### config.mk
export PLATFORM = sky130hd
export DESIGN_NAME = cart_rom_fetch_flat
export DESIGN_NICKNAME = d
export VERILOG_FILES = /design/src/rtl/cart_rom_fetch_pkg.sv /design/src/rtl/cart_rom_fetch_if.sv /design/src/rtl/cart_fetch_cache.sv /design/src/rtl/cart_rom_fetch.sv /design/src/flat_wrapper.sv
export SDC_FILE = /design/constraint.sdc
export NUM_CORES = 1
export LEC_CHECK = 0
export ABC_AREA = 1
export BUFFER_PORTS_ARGS = -buffer_cell sky130_fd_sc_hd__buf_2
export CAP_MARGIN = 20
export CORE_MARGIN = 3
export CORE_UTILIZATION = 45
export CTS_CLUSTER_SIZE = 28
export DETAILED_ROUTE_END_ITERATION = 7
export PLACE_DENSITY_LB_ADDON = 0.12
export SLEW_MARGIN = 20
export SYNTH_ARGS = -nofsm -noshare
export SYNTH_HDL_FRONTEND = slang
export SYNTH_HIERARCHICAL = 1
export SYNTH_SLANG_ARGS = --single-unit
export TNS_END_PERCENT = 10
### constraint.sdc
create_clock -name clk -period 2.85 [get_ports clk]
set_input_delay 0.1425 -clock clk [delete_from_list [all_inputs] [get_ports clk]]
set_output_delay 0.1425 -clock clk [all_outputs]
set_load 0.005 [all_outputs]
### src/rtl/cart_rom_fetch_pkg.sv
// cart_rom_fetch_pkg: shared state encoding and defaults for the cartridge ROM fetch path
package cart_rom_fetch_pkg;
    typedef enum logic [1:0] {IDLE, REQ, WAIT, DONE} fetch_state_t;
    localparam int FETCH_TIMEOUT_DEFAULT = 255;
endpackage

### src/rtl/cart_rom_fetch_if.sv
// cart_rom_fetch_if: SDRAM read port between the fetch engine and the memory controller
interface cart_rom_fetch_if;
    logic [24:0] sdram_addr;
    logic        sdram_rd;
    logic        sdram_ready;
    logic [7:0]  sdram_dout;
    modport master (output sdram_addr, sdram_rd, input sdram_ready, sdram_dout);
    modport slave  (input sdram_addr, sdram_rd, output sdram_ready, sdram_dout);
endinterface

### src/rtl/cart_fetch_cache.sv
// cart_fetch_cache: single-entry last-read cache with invalidate and in-flight fill poisoning
module cart_fetch_cache (
    input  logic        clk,
    input  logic        reset,
    input  logic        fill,
    input  logic [24:0] fill_addr,
    input  logic [7:0]  fill_data,
    input  logic        invalidate,
    input  logic        poison_set,
    input  logic        poison_clr,
    output logic        valid,
    output logic [24:0] tag,
    output logic [7:0]  data
);
    logic poison;
    always_ff @(posedge clk or posedge reset) begin
        if (reset) begin
            valid  <= 1'b0;
            tag    <= '0;
            data   <= '0;
            poison <= 1'b0;
        end else begin
            poison <= poison_clr ? 1'b0 : (poison_set ? 1'b1 : poison);
            // a bank write landing in the same cycle as the fill also poisons it
            if (invalidate)
                valid <= 1'b0;
            else if (fill && !poison && !poison_set) begin
                valid <= 1'b1;
                tag   <= fill_addr;
                data  <= fill_data;
            end
        end
    end
endmodule

### src/rtl/cart_rom_fetch.sv
// cart_rom_fetch: turns CPU cartridge reads into SDRAM fetches, with optional one-byte cache
module cart_rom_fetch
    import cart_rom_fetch_pkg::*;
#(
    parameter int TIMEOUT  = FETCH_TIMEOUT_DEFAULT,
    parameter bit CACHE_EN = 1'b1
) (
    input  logic             clk,
    input  logic             reset,
    input  logic             cs,
    input  logic             cpu_mreq,
    input  logic             cpu_rd,
    input  logic             cpu_wr,
    input  logic [24:0]      mem_addr,
    input  logic             mem_unmaped,
    input  logic [24:0]      rom_base,
    cart_rom_fetch_if.master sdram,
    output logic             cpu_wait,
    output logic [7:0]       data,
    output logic             data_valid,
    output logic             timeout_err
);
    localparam int CW = $clog2(TIMEOUT + 1);

    fetch_state_t state, state_nx;
    logic          rd_req, rd_req_q, start, bank_wr, hit, fill, timed_out, quick_valid;
    logic [24:0]   phys;
    logic [CW-1:0] cnt;
    logic [7:0]    cache_data;

    assign rd_req    = cs & cpu_mreq & cpu_rd & ~cpu_wr;
    assign start     = rd_req & ~rd_req_q & (state == IDLE);
    assign bank_wr   = cs & cpu_mreq & cpu_wr;
    assign phys      = rom_base + mem_addr;
    assign fill      = (state == WAIT) && sdram.sdram_ready;
    assign timed_out = (state == WAIT) && !sdram.sdram_ready && cnt == CW'(TIMEOUT);

    if (CACHE_EN) begin : g_cache
        logic        cache_valid;
        logic [24:0] cache_tag;
        cart_fetch_cache u_cache (
            .clk       (clk),
            .reset     (reset),
            .fill      (fill),
            .fill_addr (sdram.sdram_addr),
            .fill_data (sdram.sdram_dout),
            .invalidate(bank_wr),
            .poison_set(bank_wr && (state == REQ || state == WAIT)),
            .poison_clr(start),
            .valid     (cache_valid),
            .tag       (cache_tag),
            .data      (cache_data)
        );
        assign hit = cache_valid && cache_tag == phys;
    end else begin : g_nocache
        assign hit        = 1'b0;
        assign cache_data = 8'h00;
    end

    always_ff @(posedge clk or posedge reset) begin
        if (reset)
            state <= IDLE;
        else
            state <= state_nx;
    end

    always_comb begin
        state_nx       = state;
        cpu_wait       = 1'b0;
        sdram.sdram_rd = 1'b0;
        data_valid     = quick_valid;
        case (state)
            IDLE: if (start && !mem_unmaped && !hit) begin
                cpu_wait = 1'b1;
                state_nx = REQ;
            end
            REQ: begin
                cpu_wait       = 1'b1;
                sdram.sdram_rd = 1'b1;
                state_nx       = WAIT;
            end
            WAIT: begin
                cpu_wait = 1'b1;
                state_nx = (fill || timed_out) ? DONE : WAIT;
            end
            DONE: begin
                data_valid = 1'b1;
                state_nx   = IDLE;
            end
            default: state_nx = IDLE;
        endcase
    end

    always_ff @(posedge clk or posedge reset) begin
        if (reset) begin
            rd_req_q         <= 1'b0;
            sdram.sdram_addr <= '0;
            data             <= 8'hFF;
            quick_valid      <= 1'b0;
            timeout_err      <= 1'b0;
            cnt              <= '0;
        end else begin
            rd_req_q    <= rd_req;
            quick_valid <= 1'b0;
            // unmapped and cache-hit reads complete without leaving IDLE
            if (start) begin
                if (mem_unmaped) begin
                    data        <= 8'hFF;
                    quick_valid <= 1'b1;
                end else if (hit) begin
                    data        <= cache_data;
                    quick_valid <= 1'b1;
                end else
                    sdram.sdram_addr <= phys;
            end
            if (state == REQ)
                cnt <= '0;
            else if (state == WAIT && !sdram.sdram_ready && cnt != CW'(TIMEOUT))
                cnt <= cnt + 1'b1;
            if (fill)
                data <= sdram.sdram_dout;
            else if (timed_out) begin
                data        <= 8'hFF;
                timeout_err <= 1'b1;
            end
        end
    end
endmodule

### src/flat_wrapper.sv
// flat-port wrapper written by rule: the top's interface ports become plain ports
module cart_rom_fetch_flat import cart_rom_fetch_pkg::*;
#(
    parameter int TIMEOUT  = FETCH_TIMEOUT_DEFAULT,
    parameter bit CACHE_EN = 1'b1
)
  (clk, reset, cs, cpu_mreq, cpu_rd, cpu_wr, mem_addr, mem_unmaped, rom_base, cpu_wait, data, data_valid, timeout_err, sdram_sdram_addr, sdram_sdram_rd, sdram_sdram_ready, sdram_sdram_dout);
  cart_rom_fetch_if sdram_i ();
  input  logic clk;
  input  logic reset;
  input  logic cs;
  input  logic cpu_mreq;
  input  logic cpu_rd;
  input  logic cpu_wr;
  input  logic [24:0] mem_addr;
  input  logic mem_unmaped;
  input  logic [24:0] rom_base;
  output logic cpu_wait;
  output logic [7:0] data;
  output logic data_valid;
  output logic timeout_err;
  output wire logic [$bits(sdram_i.sdram_addr)-1:0] sdram_sdram_addr;
  output wire logic [$bits(sdram_i.sdram_rd)-1:0] sdram_sdram_rd;
  input wire logic [$bits(sdram_i.sdram_ready)-1:0] sdram_sdram_ready;
  input wire logic [$bits(sdram_i.sdram_dout)-1:0] sdram_sdram_dout;
  assign sdram_sdram_addr = sdram_i.sdram_addr;
  assign sdram_sdram_rd = sdram_i.sdram_rd;
  assign sdram_i.sdram_ready = sdram_sdram_ready;
  assign sdram_i.sdram_dout = sdram_sdram_dout;
  cart_rom_fetch #(.TIMEOUT(TIMEOUT), .CACHE_EN(CACHE_EN)) u_core (.clk(clk), .reset(reset), .cs(cs), .cpu_mreq(cpu_mreq), .cpu_rd(cpu_rd), .cpu_wr(cpu_wr), .mem_addr(mem_addr), .mem_unmaped(mem_unmaped), .rom_base(rom_base), .sdram(sdram_i), .cpu_wait(cpu_wait), .data(data), .data_valid(data_valid), .timeout_err(timeout_err));
endmodule
==> flow_metrics.tcl <==
set metrics [dict create \
    clk_pin_slew_ns 0.05 \
    power_mw 5.08 \
    die_h_um 120 \
    setup-violations-final 0 \
    clockBufferDepth 2 \
    grt_use_total_pct 20.8 \
    hold_path.class "in -> reg" \
    fin_nets 1058 \
    postSynthCellCount 853 \
    synthMuxAreaShare_pct 0 \
    core_um2 12300 \
    end_kind "output port" \
    ant_nets 0 \
    grt_pass1_wl_um 24300 \
    grt_pass1_vias 5144 \
    final_common_cell "nand2_1" \
    synth-adder-area-share_pct 6.59 \
    final.period_utilization_pct 92.5 \
    row_count 40 \
    dieArea_um2 14300 \
    cts_sinks 81 \
    drive_above_1_share_pct 16.8 \
    drt-initial-drc-count 496 \
    grtUsageMet3_pct 3.53 \
    tritoncts "built" \
    ys_seq_area_share_pct 35.1 \
    root_buffer "clkbuf_16" \
    synth_warnings 6 \
    dp_hpwl_um 11300 \
    hold_viol 0 \
    wl_um 14700 \
    synth_top_family_by_area "simple AND/OR/NAND/NOR gates" \
    antennaDiodeCount 0 \
    syn_area_um2 5810 \
    htree_levels 3 \
    worst_pin_slew_ns 0.817 \
    hp-start "sdram_sdram_dout[6]" \
    use_met2_pct 33.6 \
    clkLatencyLatePin_ns 0.33 \
    routedWlPerCell_um 13.0 \
    slew_headroom_pct 45.5 \
    ys_ff_latch 81 \
    crit_type "in -> out" \
    p_leak_nw 3.91 \
    via_per_inst 4.97 \
    report.final.slew_viol_count 0 \
    io_buffers 102 \
    antenna_found_initial 0 \
    crit_arrival_ns 2.49 \
    grt_max_degree 47 \
    r2r_start "u_core/state[0]" \
    crit_fanout 4 \
    grt_util_met1_pct 29.5 \
    top_usage_layer "met2" \
    nFillCells 1293 \
    max_freq_mhz 379 \
    cp-start-kind "input port" \
    synth_cell_types 38 \
    io_pins 103 \
    final_cell_mix "nand2_1, inv_1, nand3_1" \
    fin_worst_skew_ns 0.00628 \
    firstDrtPassIters 5 \
    ys.flop_type "dfrtp_1" \
    dp_cells 1116 \
    postSynthAreaPerCell_um2 6.81 \
    initial_utilization_pct 47.2 \
    die_w_um 120 \
    drv_cap 0 \
    status "finished, final reports clean" \
    min_period_ns 2.64 \
    grt.overflow.total 0 \
    gp_congestion 0.895 \
    drc 0 \
    power_density_nw_per_um2 743 \
    synth-compound-area-share_pct 6.53 \
    syn_to_final_growth_pct 17.7 \
    worstPathRequired_ns 2.71 \
    ir_drop_v 0.000466 \
    async_flop_share_pct 100 \
    num_vias 5639 \
    crit_start "mem_addr[0]" \
    synth_edf_count 0 \
    cts_buffers 9 \
    synth-xor-area-share_pct 2.48 \
    synthSimpleGateAreaFrac_pct 39.0 \
    stdcell_count 1134 \
    synth_nets 949 \
]
-- cell families after synthesis --
kind of cell,Yosys count
AO/OA/AOI/OAI,65
XOR/XNOR,10
adder cells (fa/ha/maj),30
buffers and inverters,139
flip-flops,81
AND/OR/NAND/NOR,528
-- Yosys cell counts (2+ instances only) --
| cell | number | share of area (%) |
|---|---|---|
| nor2_2 | 4 | 0.43 |
| dfrtp_1 | 73 | 31 |
| and2_1 | 2 | 0.22 |
| nand3b_1 | 7 | 0.90 |
| buf_4 | 7 | 0.90 |
| o21ai_1 | 27 | 2.3 |
| nand3_1 | 110 | 9.5 |
| a21oi_2 | 2 | 0.30 |
| ha_1 | 29 | 6.2 |
| inv_2 | 2 | 0.13 |
| nand2_2 | 8 | 0.86 |
| nand4_1 | 10 | 1.1 |
| a21oi_1 | 18 | 1.6 |
| o21ai_0 | 7 | 0.60 |
| nand2_1 | 317 | 20 |
| xor2_1 | 2 | 0.30 |
| nor2_4 | 2 | 0.39 |
| buf_6 | 7 | 1.4 |
| dfstp_2 | 8 | 3.6 |
| xnor2_1 | 4 | 0.60 |
| inv_1 | 121 | 7.8 |
| nor2_1 | 56 | 3.6 |
| nor3_1 | 6 | 0.52 |
| xnor3_1 | 3 | 1.2 |
| o32a_1 | 8 | 1.4 |
-- routing by layer --
metal | up-vias | routed length, um
li1 | 2931 | -
met5 | - | 0
met3 | 11 | 900
met1 | 2530 | 7020
met4 | 0 | 142
met2 | 167 | 6670
-- where the power goes --
| part | switching (mW) | internal, mW | leakage, nW | total, mW |
|---|---|---|---|---|
| Clock | 0.440 | 0.768 | 0.158 | 1.21 |
| Combinational | 1.10 | 0.816 | 2.71 | 1.91 |
| Sequential | 0.345 | 1.61 | 1.05 | 1.96 |
-- worst paths after layout --
kind / slack, ns / cells after the start / endpoint
min in group asynchronous: 0.47 / 4 / u_core/g_cache.u_cache/tag[2]
min: 0.07 / 3 / u_core/g_cache.u_cache/data[6]
max in group asynchronous: 1.86 / 3 / u_core/cnt[5]
max: 0.21 / 18 / cpu_wait
min reg2reg: 0.46 / 1 / u_core/cnt[7]
max reg2reg: 0.59 / 9 / u_core/g_cache.u_cache/tag[20]
-- through the flow --
| step | worst slack (ns) | TNS, ns | hold WS, ns | utilization, % | cell area [um^2] |
|---|---|---|---|---|---|
| 2_1_floorplan | 0.566 | 0 | 0.287 | - | 5810 |
| 3_3_place_gp | 0.122 | 0 | 0.291 | 52.6 | 6480 |
| 5_1_grt | -0.000644 | -0.000644 | 0.0800 | 55.5 | 6830 |
| 3_5_place_dp | 0.110 | 0 | 0.299 | 52.6 | 6480 |
| 4_1_cts | 0.103 | 0 | 0.0569 | 55.3 | 6800 |
| 6_report | 0.214 | 0 | 0.0653 | 55.5 | 6830 |
-- sequential cells by signal, summed over array words and instances (netlist names) --
register	cells
u_core/g_cache.u_cache/tag	25
u_core/sdram.sdram_addr	25
u_core/cnt	8
u_core/data	8
u_core/g_cache.u_cache/data	8
u_core/state	2
u_core/g_cache.u_cache/poison	1
u_core/g_cache.u_cache/valid	1
u_core/quick_valid	1
u_core/rd_req_q	1
u_core/timeout_err	1
-- critical path, stage by stage --
cell and delay [ns]:
buf_2 0.08, ha_1 0.15, inv_1 0.06, fa_1 0.38
inv_1 0.10, nand3_1 0.10, nand2_2 0.10, nand3_1 0.09
nand3_1 0.15, nand2_1 0.07, nand2_1 0.15, xnor3_1 0.25
nand3b_1 0.12, nor2_1 0.08, nand2_2 0.10, nand3_4 0.09
a21oi_2 0.15, buf_2 0.12
-- layout make-up --
type,count,area (um^2),share of cell area [%]
Multi-Input combinational cell,633,3180,46.6
Sequential cell,81,2040,29.8
Timing Repair Buffer,113,621,9.08
Inverter,124,467,6.83
Clock buffer,13,280,4.10
Tap cell,168,210,3.08
Clock inverter,2,35.0,0.513
-- repair_timing --
item	in CTS	in global routing
hold buffers	1	0
hold endpoints to repair	35	0
gates resized for setup	0	4
endpoints found under the setup margin	0	1
setup buffers	0	2
(Power assumes the default switching activity.)
